`src/rtl/fighter_anim_sequencer.sv`:
```
// Fighter sprite animation sequencer: picks pose state and frame index, advancing on divided frame_clk edges.
// Optional ANIM_HURT_RETRIGGER_EN: a new hit while already hurt restarts the hurt animation at frame 0.
module fighter_anim_sequencer #(
  parameter int unsigned TICKS_PER_FRAME  = 4,
  parameter int unsigned STAND_FRAMES     = 9,
  parameter int unsigned MOVEL_FRAMES     = 10,
  parameter int unsigned MOVER_FRAMES     = 9,
  parameter int unsigned ATTACK_FRAMES    = 6,
  parameter int unsigned DEFENSE_FRAMES   = 1,
  parameter int unsigned HURT_FRAMES      = 5,
  parameter int unsigned ATTACK_HIT_FRAME = 3
) (
  input  logic       Clk,
  input  logic       Reset,
  input  logic       frame_clk,
  input  logic       move_l,
  input  logic       move_r,
  input  logic       defend,
  input  logic       attack_req,
  input  logic       hurt_in,
  output logic [7:0] anim_state,
  output logic [7:0] frame_num,
  output logic       busy,
  output logic       hit_pulse,
  output logic       anim_tick
);

  localparam int DIV_W = $clog2(TICKS_PER_FRAME + 1);
  localparam logic [DIV_W-1:0] DIV_LAST = DIV_W'(TICKS_PER_FRAME - 1);

`ifdef ANIM_HURT_RETRIGGER_EN
  localparam bit RETRIGGER = 1'b1;
`else
  localparam bit RETRIGGER = 1'b0;
`endif

  typedef enum logic [2:0] {
    ST_STAND   = 3'd0,
    ST_ATTACK  = 3'd1,
    ST_MOVEL   = 3'd2,
    ST_MOVER   = 3'd3,
    ST_DEFENSE = 3'd4,
    ST_HURT    = 3'd5
  } state_t;

  state_t           state, state_n, choice;
  logic [7:0]       frame, frame_n;
  logic [DIV_W-1:0] div_cnt, div_n;
  logic             sync1, sync2, prev;
  logic             atk_pend, atk_n, hurt_pend, hurt_n;
  logic             busy_n, hit_n;
  logic             tick, adv, atk_eff, hurt_eff;

  function automatic logic [7:0] last_of(input state_t s);
    case (s)
      ST_ATTACK:  return 8'(ATTACK_FRAMES - 1);
      ST_MOVEL:   return 8'(MOVEL_FRAMES - 1);
      ST_MOVER:   return 8'(MOVER_FRAMES - 1);
      ST_DEFENSE: return 8'(DEFENSE_FRAMES - 1);
      ST_HURT:    return 8'(HURT_FRAMES - 1);
      default:    return 8'(STAND_FRAMES - 1);
    endcase
  endfunction

  assign tick     = sync2 & ~prev;
  assign adv      = tick && (div_cnt == DIV_LAST);
  // Requests arriving on the adv cycle itself count for that adv.
  assign atk_eff  = atk_pend | attack_req;
  assign hurt_eff = hurt_pend | hurt_in;

  always_comb begin
    state_n = state;
    frame_n = frame;
    div_n   = div_cnt;
    atk_n   = atk_eff;
    hurt_n  = hurt_eff;
    choice  = ST_STAND;
    if (tick) div_n = (div_cnt == DIV_LAST) ? '0 : DIV_W'(div_cnt + 1'b1);
    if (adv) begin
      hurt_n = 1'b0;
      if (hurt_eff && (state != ST_HURT || RETRIGGER)) begin
        state_n = ST_HURT;
        frame_n = 8'd0;
        atk_n   = 1'b0;
      end else if ((state == ST_ATTACK || state == ST_HURT) && frame < last_of(state)) begin
        frame_n = frame + 8'd1;
      end else begin
        if (atk_eff) begin
          choice = ST_ATTACK;
          atk_n  = 1'b0;
        end else if (defend)            choice = ST_DEFENSE;
        else if (move_l && !move_r)     choice = ST_MOVEL;
        else if (move_r && !move_l)     choice = ST_MOVER;
        else                            choice = ST_STAND;
        // Looping poses keep counting; a one-shot or a pose change starts from frame 0.
        if (choice == state && choice != ST_ATTACK)
          frame_n = (frame == last_of(state)) ? 8'd0 : frame + 8'd1;
        else
          frame_n = 8'd0;
        state_n = choice;
      end
    end
    busy_n = (state_n == ST_ATTACK) || (state_n == ST_HURT);
    hit_n  = adv && (state_n == ST_ATTACK) && (frame_n == 8'(ATTACK_HIT_FRAME));
  end

  always_ff @(posedge Clk) begin
    if (Reset) begin
      state     <= ST_STAND;
      frame     <= 8'd0;
      div_cnt   <= '0;
      sync1     <= 1'b0;
      sync2     <= 1'b0;
      prev      <= 1'b0;
      atk_pend  <= 1'b0;
      hurt_pend <= 1'b0;
      busy      <= 1'b0;
      hit_pulse <= 1'b0;
      anim_tick <= 1'b0;
    end else begin
      state     <= state_n;
      frame     <= frame_n;
      div_cnt   <= div_n;
      sync1     <= frame_clk;
      sync2     <= sync1;
      prev      <= sync2;
      atk_pend  <= atk_n;
      hurt_pend <= hurt_n;
      busy      <= busy_n;
      hit_pulse <= hit_n;
      anim_tick <= adv;
    end
  end

  assign anim_state = {5'd0, state};
  assign frame_num  = frame;

endmodule

```
`config.mk`:
```
export PLATFORM = sky130hd
export DESIGN_NAME = fighter_anim_sequencer
export DESIGN_NICKNAME = d
export VERILOG_FILES = /design/src/rtl/fighter_anim_sequencer.sv
export SDC_FILE = /design/constraint.sdc
export NUM_CORES = 1
export LEC_CHECK = 0
export CORE_UTILIZATION = 53
export DETAILED_ROUTE_END_ITERATION = 12
export GPL_TIMING_DRIVEN = 0
export PLACE_DENSITY = 0.83
export SLEW_MARGIN = 40
export SYNTH_ARGS = -nofsm -noshare
export SYNTH_HDL_FRONTEND = slang
export SYNTH_SLANG_ARGS = --single-unit
export TNS_END_PERCENT = 5
```
`constraint.sdc`:
```
create_clock -name Clk -period 6.9 [get_ports Clk]
set_clock_uncertainty 0.05 [all_clocks]
set_input_delay 1.38 -clock Clk [delete_from_list [all_inputs] [get_ports Clk]]
set_output_delay 1.38 -clock Clk [all_outputs]
set_load 0.03 [all_outputs]
```
# == After elaboration in Yosys (flattened, before gate mapping) ==
# Index checks and enable logic that the tools add are counted.
# totals
reg_bits,22
output_inout_bits,19
# op_classes
addsub,2
magnitude_cmp,1
eq_ne,12
mux,26
bitwise_logic,4
reduce_logical,13
# ops
cell,n
8-bit two-way mux,11
3-bit two-way mux,9
4-bit case mux with 4 select lines,1
"3-bit equality test, second input constant",3
"8-bit by 1-bit adder with 8-bit output, second input constant",1
"8-bit by 2-bit equality test with 1-bit output, second input constant",1
8-bit equality test,1
1-bit logical AND,8
8-bit < comparator,1
"3-bit by 1-bit equality test with 1-bit output, second input constant",2
"3-bit by 2-bit equality test with 1-bit output, second input constant",2
2-bit two-way mux,2
"3-bit by 1-bit adder with 3-bit output, second input constant",1
3-bit equality test,1
1-bit two-way mux,3
"3-bit by 1-bit != test with 1-bit output, second input constant",1
"3-bit != test, second input constant",1
1-bit zero test,2
1-bit logical OR,2
1-bit OR,2
2-bit OR reduction,1
1-bit bitwise AND,1
1-bit inverter,1

# == Longest topological paths before layout ==
# logic_depth
ltp_word,23
mapped_depth,9
mapped_depth_nobuf,9

# == Least setup slack after synthesis ==
# OpenSTA, ideal clock, no wires.
# synth_path
path_kind,input to register
start,input move_l
end,register hit_pulse
arrival_ns,2.734
path_slack_ns,4.013
stages,7
path_buffers,0
path_cell_list,inv_1 ha_1 nor2b_1 o31ai_1 a211oi_4 a21o_1 a2111oi_2
# synth_between
elab_chain_cells,17
elab_cells_between_ends,24
cone_classes,eq/ne (4); mux (14); reduce/logical (6)
# synth_lines
item,line_no,rtl
start: declaration,16,"input logic move_l,"
1-bit zero test,93,else if (move_r && !move_l) choice = ST_MOVER;
1-bit logical AND,93,
2-bit two-way mux,93,
2-bit two-way mux (*),92,else if (move_l && !move_r) choice = ST_MOVEL;
3-bit two-way mux (*),91,end else if (defend) choice = ST_DEFENSE;
3-bit two-way mux (*),88,if (atk_eff) begin
3-bit two-way mux (*),85,end else if ((state == ST_ATTACK || state == ST_HURT) && frame < last_of(state)) begin
3-bit two-way mux (*),81,if (hurt_eff && (state != ST_HURT || RETRIGGER)) begin
3-bit two-way mux (*),79,if (adv) begin
3-bit equality test or 3-bit by 1-bit != test with 1-bit output (tied branches),96,if (choice == state && choice != ST_ATTACK)
1-bit logical AND,96,
8-bit two-way mux,96,
8-bit two-way mux,85,
8-bit two-way mux,81,
8-bit two-way mux,79,
8-bit by 2-bit equality test with 1-bit output,104,hit_n = adv && (state_n == ST_ATTACK) && (frame_n == 8'(ATTACK_HIT_FRAME));
1-bit logical AND (*),104,
end signal: assignment,130,hit_pulse <= hit_n;
end: declaration,24,"output logic hit_pulse,"
# Every way passes the cells marked *; elsewhere a longest branch is shown, timed or not. The select of a mux whose other input is x is not followed.
# A chain may end at the register's enable or synchronous reset.

# == Worst setup path in the final report ==
# Same ends and word-level chain as after synthesis.

==> results.sh <==
export IMPL_numCtsBuffers=3
export IMPL_die_height_um=50.1
export IMPL_worst_pin_slew_ns=0.534
export IMPL_place_congestion=0.905
export IMPL_yosysMostFrequentCell="dfxtp_1"
export IMPL_path_buf_inv=2
export IMPL_ir_drop_mv=0.134
export IMPL_synth_area_per_cell_um2=8.39
export IMPL_power_density_nw_per_um2=141
export IMPL_synth_top_area_cell="dfxtp_1"
export IMPL_dr_first_iter_drc_count=33
export IMPL_htreeDepth=1
export IMPL_worstPathArrival_ns=3.36
export IMPL_rsz0062_at_grt="false"
export IMPL_vias_per_cell=5.77
export IMPL_path_class="in2reg"
export IMPL_grt_start_max_net_pins=12
export IMPL_clk_pin_slew_ns=0.12
export IMPL_post_cts_resized=0
export IMPL_holdPathEnd="sync2"
export IMPL_critPathMaxStageDelay_ns=0.45
export IMPL_synth_top_cells_by_count="dfxtp_1 (22), nand2_1 (20), nor2_1 (12), nor3_1 (12)"
export IMPL_synth_edf_count=0
export IMPL_cts_setup_buffers=0
export IMPL_grt_use_met3_pct=4.63
export IMPL_synthDominantCellAreaShare_pct=36.0
export IMPL_hold_viol_final=0
export IMPL_hold_worst_slack_ns=0.392
export IMPL_crit_fanout=6
export IMPL_reg2reg_to="hit_pulse"
export IMPL_antenna_found_initial=0
export IMPL_max_freq_ghz=0.313
export IMPL_setup_viol=0
export IMPL_timing_rr_start="state[0]"
export IMPL_synth_area_um2=1220
export IMPL_min_path_type="reg2reg"
export IMPL_io_buffers=21
export IMPL_status="complete, no violations"
export IMPL_io_pins=27
export IMPL_via_count=1166
export IMPL_grt_pass1_wl_mm=4.59
export IMPL_die_x_um=50.1
export IMPL_cts_buffer_depth=2
export IMPL_fin_setup_tns_ns=0
export IMPL_synthArstFlopShare_pct=0
export IMPL_start_util_pct=55.9
export IMPL_root_buffer="clkbuf_4"
export IMPL_wirelength_mm=2.67
export IMPL_layout_drive_gt1_share_pct=8.62
export IMPL_synthTopCellsByArea="dfxtp_1 (36%), ha_1 (6.1%), nand2_1 (6.1%), nor3_1 (4.9%), nor2_1 (3.7%)"
export IMPL_insertion_delay_ns=0.31
export IMPL_grtUsageMet1_pct=29.0
export IMPL_dieArea_um2=2510
export IMPL_dr_pass1_iters=4
export IMPL_nets=190
export IMPL_critical_path_top_delay_family="compound AO/OA/AOI/OAI gates"
export IMPL_grt_busiest_layer="met2"
export IMPL_row_count=17
export IMPL_slew_viol_final=0
export IMPL_crit_slowest_cell="clkdlybuf4s50_1"
export IMPL_max_slew_margin_pct=64.1
export IMPL_crit_chain="clkdlybuf4s50_1 -> inv_1 -> ha_1 -> nor2b_1 -> o31ai_1 -> a211oi_4 -> a21o_1 -> a2111oi_2"
export IMPL_startpoint_type="input pin"
export IMPL_dpl_hpwl_mm=2.09
export IMPL_synth_warnings=0
export IMPL_met2_usage_pct=41.1
export IMPL_ant_nets=0
export IMPL_grt_pass1_vias=1088
export IMPL_syn_inst=146
export IMPL_period_share_pct=46.4
export IMPL_period_needed_ns=3.20
export IMPL_drc=0
export IMPL_holdPathStages=1
export IMPL_ys_flop_type="dfxtp_1"
export IMPL_routedWlPerCell_um=13.2
export IMPL_rrSetupSlack_ns=4.07
export IMPL_cap_violations=0
export IMPL_hold_buffers=0
export IMPL_area_delta_synth_final_pct=23.1
export IMPL_p_leak_nw=0.595
export IMPL_n_antenna_cell=0
export IMPL_globalRouteTotalUtil_pct=23.6
export IMPL_synth_cell_types=43
export IMPL_gr_total_overflow=0
export IMPL_reg2reg_depth=9
export IMPL_tritoncts="done"
export IMPL_required_ns=7.06
export IMPL_hp_start="sync1"
export IMPL_cts_sinks=22
export IMPL_core_area_um2=2190
export IMPL_synth_seq_cells=22
export IMPL_synth_seq_area_share_pct=36.0
export IMPL_endpoint_kind="register"
export IMPL_crit_start="move_l"
-- logic make-up after synthesis --
kind of cell,synth area share [%]
xor+xnor,2.15
fa+ha+maj,6.13
mux,0.817
simple gates,29.2
compound gates,19.8
flops,36.0
buf+inv,5.62
other cells,0.306
-- power by group --
| part | internal, W | leakage, nW | total (W) | switching, W |
|---|---|---|---|---|
| Clock | 0.0000204 | 0.0138 | 0.0000583 | 0.0000379 |
| Sequential | 0.000129 | 0.178 | 0.000130 | 0.00000136 |
| Combinational | 0.0000102 | 0.403 | 0.0000235 | 0.0000133 |
-- per-layer routing --
metal,vias to the layer above,share of wire [%]
met4,0,1.3
met2,39,50
li1,572,-
met3,8,5.0
met1,547,43
met5,-,0
-- worst max path at each step --
stage          cells past startpoint         to  slack, ns
6_report                           8  hit_pulse       3.70
3_3_place_gp                       8  hit_pulse       3.39
4_1_cts                            8  hit_pulse       3.69
2_1_floorplan                      7  hit_pulse       4.01
5_1_grt                            8  hit_pulse       3.58
3_5_place_dp                       8  hit_pulse       3.38
-- area by class of cell --
cell class	instances	area, um^2
plain buffers	7	46.3
inverters	6	22.5
repair buffers	21	210
fillers	199	683
well taps	28	35.0
clock buffers	3	22.5
flip-flops and latches	22	440
multi-input cells	115	731
-- state kept, by name, summed over array words and instances, names as in the netlist --
register / flops
hit_pulse: 1
busy: 1
atk_pend: 1
sync2: 1
frame_num: 8
state: 3
div_cnt: 3
sync1: 1
prev: 1
hurt_pend: 1
anim_tick: 1
-- layout by cell type, fill, tap and decap left out, types with 2 or more instances in the layout --
cell type	synthesis	final
nor2_1	12	12
nand2_1	20	20
xnor2_1	3	3
conb_1	1	5
a21oi_1	4	4
nand3_1	3	3
nor3_1	12	12
clkbuf_4	0	3
ha_1	6	6
o221ai_1	3	3
inv_1	6	6
nor2b_1	7	7
o21ai_0	7	7
dfxtp_1	22	22
nand2b_1	2	2
buf_4	5	5
clkdlybuf4s50_1	0	21
o211ai_1	2	2
and2_1	5	5
-- worst reg2reg max path, cell delays in order (launching register included) --
cell and delay, ns:
dfxtp_1 0.45, nor2b_1 0.30, inv_1 0.13, a21oi_1 0.18
ha_1 0.25, and4b_1 0.21, a211o_1 0.32, a211oi_4 0.37
o211ai_1 0.19, a2111oi_2 0.26
-- through the flow --
step / util, % / setup slack (ns) / area [um^2] / power, W / instances
global placement: 67.8 / 3.39 / 1490 / 0.000156 / 199
CTS: 68.8 / 3.69 / 1510 / 0.000213 / 202
finish: 68.8 / 3.70 / 1510 / 0.000212 / 202
detailed placement: 67.8 / 3.38 / 1490 / 0.000156 / 199
global route: 68.8 / 3.58 / 1510 / 0.000222 / 202
floorplan: - / 4.01 / 1240 / 0.000149 / 150
(Power assumes the default switching activity.)
